## src/rtl/cp0_exception_unit_if.sv

```systemverilog
// Signal bundle between the decode/datapath side and the CP0 exception sequencer.
// The master drives requests and register access; the slave is the sequencer.
interface cp0_exception_unit_if;
  logic        exc_req;
  logic        exc_code;
  logic [31:0] cur_pc;
  logic        irq;
  logic        eret;
  logic        cp0_we;
  logic [4:0]  cp0_addr;
  logic [31:0] cp0_wdata;
  logic [31:0] cp0_rdata;
  logic        flush;
  logic        redirect_valid;
  logic [31:0] redirect_pc;
  logic        busy;
  logic        status_exl;

  modport master (
    output exc_req, exc_code, cur_pc, irq, eret, cp0_we, cp0_addr, cp0_wdata,
    input  cp0_rdata, flush, redirect_valid, redirect_pc, busy, status_exl
  );

  modport slave (
    input  exc_req, exc_code, cur_pc, irq, eret, cp0_we, cp0_addr, cp0_wdata,
    output cp0_rdata, flush, redirect_valid, redirect_pc, busy, status_exl
  );
endinterface

```

## src/rtl/cp0_exception_unit.sv

```systemverilog
// Coprocessor-0 exception sequencer: records EPC/Cause/Status on exception,
// interrupt or ERET, then flushes the pipeline and issues a one-cycle PC redirect.
//
// state      | meaning
// S_IDLE     | accepting events and MTC0 writes
// S_FLUSH    | flush held high, counter runs down to zero
// S_REDIRECT | one-cycle redirect to the latched target
module cp0_exception_unit #(
  parameter logic [31:0] VECTOR_ADDR  = 32'h0000_0080,
  parameter int          FLUSH_CYCLES = 2
) (
  input logic                 clk,
  input logic                 rst_n,
  cp0_exception_unit_if.slave bus
);

  typedef enum logic [1:0] {S_IDLE, S_FLUSH, S_REDIRECT} state_t;

  localparam logic [3:0] CNT_LOAD = 4'(FLUSH_CYCLES - 1);

  state_t      r_state, w_state_nxt;
  logic [3:0]  r_cnt, w_cnt_nxt;
  logic [1:0]  r_status;
  logic [4:0]  r_exccode;
  logic [31:0] r_epc;
  logic [31:0] r_target;

  logic w_idle, w_take_exc, w_take_irq, w_take_eret, w_accept;

  // Priority: exception > interrupt > eret; irq and eret need opposite EXL so never collide.
  assign w_idle      = (r_state == S_IDLE);
  assign w_take_exc  = bus.exc_req;
  assign w_take_irq  = bus.irq & r_status[0] & ~r_status[1] & ~bus.exc_req;
  assign w_take_eret = bus.eret & r_status[1] & ~bus.exc_req & ~w_take_irq;
  assign w_accept    = w_idle & (w_take_exc | w_take_irq | w_take_eret);

  always_ff @(posedge clk or negedge rst_n) begin
    if (!rst_n) begin
      r_state <= S_IDLE;
      r_cnt   <= '0;
    end else begin
      r_state <= w_state_nxt;
      r_cnt   <= w_cnt_nxt;
    end
  end

  always_comb begin
    w_state_nxt = r_state;
    w_cnt_nxt   = r_cnt;
    case (r_state)
      S_IDLE: begin
        if (w_accept) begin
          w_state_nxt = S_FLUSH;
          w_cnt_nxt   = CNT_LOAD;
        end
      end
      S_FLUSH: begin
        if (r_cnt == 4'd0) w_state_nxt = S_REDIRECT;
        else               w_cnt_nxt   = r_cnt - 4'd1;
      end
      S_REDIRECT: w_state_nxt = S_IDLE;
      default:    w_state_nxt = S_IDLE;
    endcase
  end

  always_ff @(posedge clk or negedge rst_n) begin
    if (!rst_n) begin
      r_status  <= '0;
      r_exccode <= '0;
      r_epc     <= '0;
      r_target  <= '0;
    end else if (w_idle) begin
      if (w_take_exc) begin
        if (!r_status[1]) r_epc <= bus.cur_pc;
        r_exccode   <= bus.exc_code ? 5'h0A : 5'h0C;
        r_status[1] <= 1'b1;
        r_target    <= VECTOR_ADDR;
      end else if (w_take_irq) begin
        r_epc       <= bus.cur_pc;
        r_exccode   <= 5'h00;
        r_status[1] <= 1'b1;
        r_target    <= VECTOR_ADDR;
      end else if (w_take_eret) begin
        r_status[1] <= 1'b0;
        r_target    <= r_epc;
      end else if (bus.cp0_we) begin
        case (bus.cp0_addr)
          5'd12:   r_status  <= bus.cp0_wdata[1:0];
          5'd13:   r_exccode <= bus.cp0_wdata[6:2];
          5'd14:   r_epc     <= bus.cp0_wdata;
          default: ;
        endcase
      end
    end
  end

  // Cause.IP (bit 10) is the live irq level, never stored.
  always_comb begin
    bus.cp0_rdata = '0;
    case (bus.cp0_addr)
      5'd12:   bus.cp0_rdata = {30'd0, r_status};
      5'd13:   bus.cp0_rdata = {21'd0, bus.irq, 3'd0, r_exccode, 2'd0};
      5'd14:   bus.cp0_rdata = r_epc;
      default: bus.cp0_rdata = '0;
    endcase
  end

  assign bus.flush          = (r_state == S_FLUSH);
  assign bus.redirect_valid = (r_state == S_REDIRECT);
  assign bus.redirect_pc    = (r_state == S_REDIRECT) ? r_target : 32'd0;
  assign bus.busy           = ~w_idle;
  assign bus.status_exl     = r_status[1];

endmodule

```

## src/flat_wrapper.sv

```systemverilog
// flat-port wrapper written by rule: the top's interface ports become plain ports
module cp0_exception_unit_flat 
#(
  parameter logic [31:0] VECTOR_ADDR  = 32'h0000_0080,
  parameter int          FLUSH_CYCLES = 2
)
  (clk, rst_n, bus_exc_req, bus_exc_code, bus_cur_pc, bus_irq, bus_eret, bus_cp0_we, bus_cp0_addr, bus_cp0_wdata, bus_cp0_rdata, bus_flush, bus_redirect_valid, bus_redirect_pc, bus_busy, bus_status_exl);
  cp0_exception_unit_if bus_i ();
  input logic clk;
  input logic rst_n;
  input wire logic [$bits(bus_i.exc_req)-1:0] bus_exc_req;
  input wire logic [$bits(bus_i.exc_code)-1:0] bus_exc_code;
  input wire logic [$bits(bus_i.cur_pc)-1:0] bus_cur_pc;
  input wire logic [$bits(bus_i.irq)-1:0] bus_irq;
  input wire logic [$bits(bus_i.eret)-1:0] bus_eret;
  input wire logic [$bits(bus_i.cp0_we)-1:0] bus_cp0_we;
  input wire logic [$bits(bus_i.cp0_addr)-1:0] bus_cp0_addr;
  input wire logic [$bits(bus_i.cp0_wdata)-1:0] bus_cp0_wdata;
  output wire logic [$bits(bus_i.cp0_rdata)-1:0] bus_cp0_rdata;
  output wire logic [$bits(bus_i.flush)-1:0] bus_flush;
  output wire logic [$bits(bus_i.redirect_valid)-1:0] bus_redirect_valid;
  output wire logic [$bits(bus_i.redirect_pc)-1:0] bus_redirect_pc;
  output wire logic [$bits(bus_i.busy)-1:0] bus_busy;
  output wire logic [$bits(bus_i.status_exl)-1:0] bus_status_exl;
  assign bus_i.exc_req = bus_exc_req;
  assign bus_i.exc_code = bus_exc_code;
  assign bus_i.cur_pc = bus_cur_pc;
  assign bus_i.irq = bus_irq;
  assign bus_i.eret = bus_eret;
  assign bus_i.cp0_we = bus_cp0_we;
  assign bus_i.cp0_addr = bus_cp0_addr;
  assign bus_i.cp0_wdata = bus_cp0_wdata;
  assign bus_cp0_rdata = bus_i.cp0_rdata;
  assign bus_flush = bus_i.flush;
  assign bus_redirect_valid = bus_i.redirect_valid;
  assign bus_redirect_pc = bus_i.redirect_pc;
  assign bus_busy = bus_i.busy;
  assign bus_status_exl = bus_i.status_exl;
  cp0_exception_unit #(.VECTOR_ADDR(VECTOR_ADDR), .FLUSH_CYCLES(FLUSH_CYCLES)) u_core (.clk(clk), .rst_n(rst_n), .bus(bus_i));
endmodule
```

## config.mk

```make
export PLATFORM = sky130hd
export DESIGN_NAME = cp0_exception_unit_flat
export DESIGN_NICKNAME = d
export VERILOG_FILES = /design/src/rtl/cp0_exception_unit_if.sv /design/src/rtl/cp0_exception_unit.sv /design/src/flat_wrapper.sv
export SDC_FILE = /design/constraint.sdc
export NUM_CORES = 1
export LEC_CHECK = 0
export ABC_AREA = 1
export CAP_MARGIN = 30
export CORE_MARGIN = 2
export CORE_UTILIZATION = 35
export CTS_CLUSTER_DIAMETER = 100
export DETAILED_ROUTE_END_ITERATION = 8
export GPL_ROUTABILITY_DRIVEN = 0
export SYNTH_ARGS = -nofsm -noshare
export SYNTH_HDL_FRONTEND = slang
export SYNTH_SLANG_ARGS = --single-unit
```

## constraint.sdc

```tcl
create_clock -name clk -period 2.43 [get_ports clk]
set_clock_uncertainty 0.2 [all_clocks]
set_input_delay 0.243 -clock clk [delete_from_list [all_inputs] [get_ports clk]]
set_output_delay 0.243 -clock clk [all_outputs]
set_load 0.005 [all_outputs]
```

==> impl_metrics.yaml <==
run_status:
  status: "finished clean"
timing:
  drv_slew: 0
  tns_ps: 0
  hold_violations: 0
  worst_pin_slew_ps: 655.7
  finalCriticalPeriod_ps: 2337
  max_freq_ghz: 0.4280
  whs_ps: 277.9
  maxSlewHeadroom: 0.5629
  finalSetupViolations: 0
  rsz0062_at_grt: "no"
  fin_crit_sh: 0.9616
synthesis:
  syn_area_per_cell_um2: 6.933
  seq_area_frac_synth: 0.4586
  ys_seq_elements: 77
  muxShareOfSynthArea: 0
  synth_simple_gate_area_share: 0.3711
  synth_fa_ha_area_frac: 0.005956
  synthesis.area_mm2: 0.004202
  synth_compound_area_frac: 0.05539
  synth_cell_types: 20
  syn_inst: 606
  synth_nets: 684
  synth_top_family_by_area: "simple AND/OR/NAND/NOR gates"
  ys_warn_count: 0
  synth_xor_area_frac: 0
grt:
  track_usage: 0.2054
  overflow: 0
  grt_pass1_wl_um: 21020
  grt_pass1_vias: 4241
  antenna_found_initial: 0
  grt_max_degree: 51
job:
  maxCapViolCount: 0
worst_setup_path:
  worst-r2r-cell-count: 9
  r2r-end: "u_core.r_exccode[3]"
  critPathMaxFanout: 26
  r2r_start: "u_core.r_status[1]"
  cp-startpoint: "bus_cp0_addr[2]"
  endpoint_kind: "output pin"
  worstSetupEndpoint: "bus_cp0_rdata[7]"
  r2r_slack_ps: 450
  start_kind: "primary input"
  required_ps: 1990
  cp.arrival_ps: 1890
  crit_type: "primary input to output pin"
routing:
  wl_um: 13070
  ant_nets: 0
  drt-initial-drc-count: 245
  vias_per_cell: 4.835
  via_count: 4342
  avgRoutedWirePerCell_um: 14.55
  first_pass_iters: 5
  drc: 0
layout:
  postLayoutCellArea_mm2: 0.006220
  nNetsFinal: 824
  syn2layout_area_growth_pct: 48.03
  fillCellCount: 1179
  drive_above_1_share: 0.06391
  register_area_mm2: 0.001927
  multi_input_area_mm2: 0.001832
  diodes: 0
clock_network:
  cts_buffers: 9
  clk_path_buf_depth: 2
  root_buffer: "clkbuf_16"
  cts.clk_slew.worst_paths_ps: 60
  clkLatencyLatePin_ps: 330
  cts.htree.levels: 3
  tritoncts: "built"
  clock-sinks: 77
die:
  core-area_mm2: 0.01186
  fp.dieH_um: 113.6
  floorplan.initialDensity: 0.3542
  die_area_mm2: 0.01290
  ios: 144
  die_w_um: 113.6
  std_cell_rows: 40
place:
  placed_area_mm2: 0.005878
  port_buffers: 143
  hpwl_um: 9387
power:
  leakagePower_uw: 0.002956
  p_per_area_mw_per_mm2: 858.4
  vdd_drop_max_v: 0.0004383
min_path:
  min_path_type: "primary input to async pin"
[metal layers]
| metal | GRT usage | share of wire | vias to the layer above |
|---|---|---|---|
| met1 | 0.2652 | 0.43 | 2042 |
| li1 | - | - | 2175 |
| met5 | 0 | 0 | - |
| met4 | 0.06423 | 0.015 | 0 |
| met3 | 0.03294 | 0.051 | 12 |
| met2 | 0.3553 | 0.50 | 113 |
[worst min path at each step]
stage / endpoint / slack (ps)
floorplan: u_core.r_cnt[0] / -250
global placement: u_core.r_target[6] / 120
detailed placement: u_core.r_target[10] / 120
CTS: u_core.r_exccode[0] / 280
global route: u_core.r_exccode[4] / 320
finish: u_core.r_target[10] / 280
[where the power goes]
| group | internal [uW] | switching [uW] | total [uW] |
|---|---|---|---|
| Sequential | 1700 | 314 | 2020 |
| Clock | 910 | 538 | 1450 |
| Combinational | 689 | 1180 | 1870 |
[critical path, stage by stage]
cell	delay, ps
clkdlybuf4s50_1	470
nand2_1	70
nor2_1	150
nand2_2	100
buf_12	180
nor2_1	140
clkdlybuf4s50_1	540
[area by class of cell]
class,instances,area share
multi-input combinational,415,0.2945
clock buffer,10,0.03681
tap,147,0.02957
inverter,79,0.04768
clock inverter,6,0.01549
sequential,77,0.3098
timing repair buffer,164,0.2661
[sequential cells by signal, indices dropped and copies added (netlist names)]
signal,flops
u_core.r_epc,32
u_core.r_target,32
u_core.r_exccode,5
u_core.r_cnt,4
u_core.r_state,2
u_core.r_status,2
[cells by family after synthesis]
family                   Yosys count
flip-flops                        77
AO/OA/AOI/OAI                     45
buffers and inverters            114
adder cells (fa/ha/maj)            2
AND/OR/NAND/NOR                  368
[cells in the mapped netlist]
library cell / count / area, um2
a21oi_1: 1 / 5.000
a21oi_2: 2 / 17.52
buf_1: 3 / 11.26
buf_2: 15 / 75.07
buf_4: 3 / 22.52
clkbuf_1: 14 / 52.55
dfrtp_1: 77 / 1927
ha_1: 2 / 25.02
inv_1: 77 / 289.0
inv_2: 2 / 7.510
nand2_1: 203 / 762.0
nand2_2: 3 / 18.77
nand3_1: 58 / 290.3
nand4_1: 33 / 206.5
nor2_1: 67 / 251.5
nor2_2: 2 / 12.51
nor2_4: 1 / 11.26
o21ai_0: 12 / 60.06
o21ai_1: 30 / 150.1
or2_2: 1 / 6.260
[cell usage in the layout (no fill, tap or decap), types with 3 or more instances in the layout]
cell type,count
inv_1,77
dfrtp_1,77
nand3_1,58
nand2_2,3
clkdlybuf4s50_1,142
nor2_1,66
o21ai_0,12
clkbuf_16,9
buf_4,15
nand2_1,203
buf_12,5
nand4_1,33
o21ai_1,30
[per-stage QoR]
stage                     worst slack, ps  instances    util  total power (uW)
after floorplan                     850.7        606       -              3103
after global routing                13.01        898  0.5244              5733
after detailed placement            98.05        881  0.4956              3911
after CTS                           40.75        898  0.5238              5376
after global placement              88.42        881  0.4956              3848
final                               93.28        898  0.5244              5339
[timing repair]
action / CTS / global route
gates resized for setup: 0 / 2
setup endpoints to repair: 0 / 30
hold buffers: 1 / 0
setup buffers: 0 / 0
endpoints found under the hold margin: 49 / 0
Note: power is estimated with default switching activity, not from simulation.
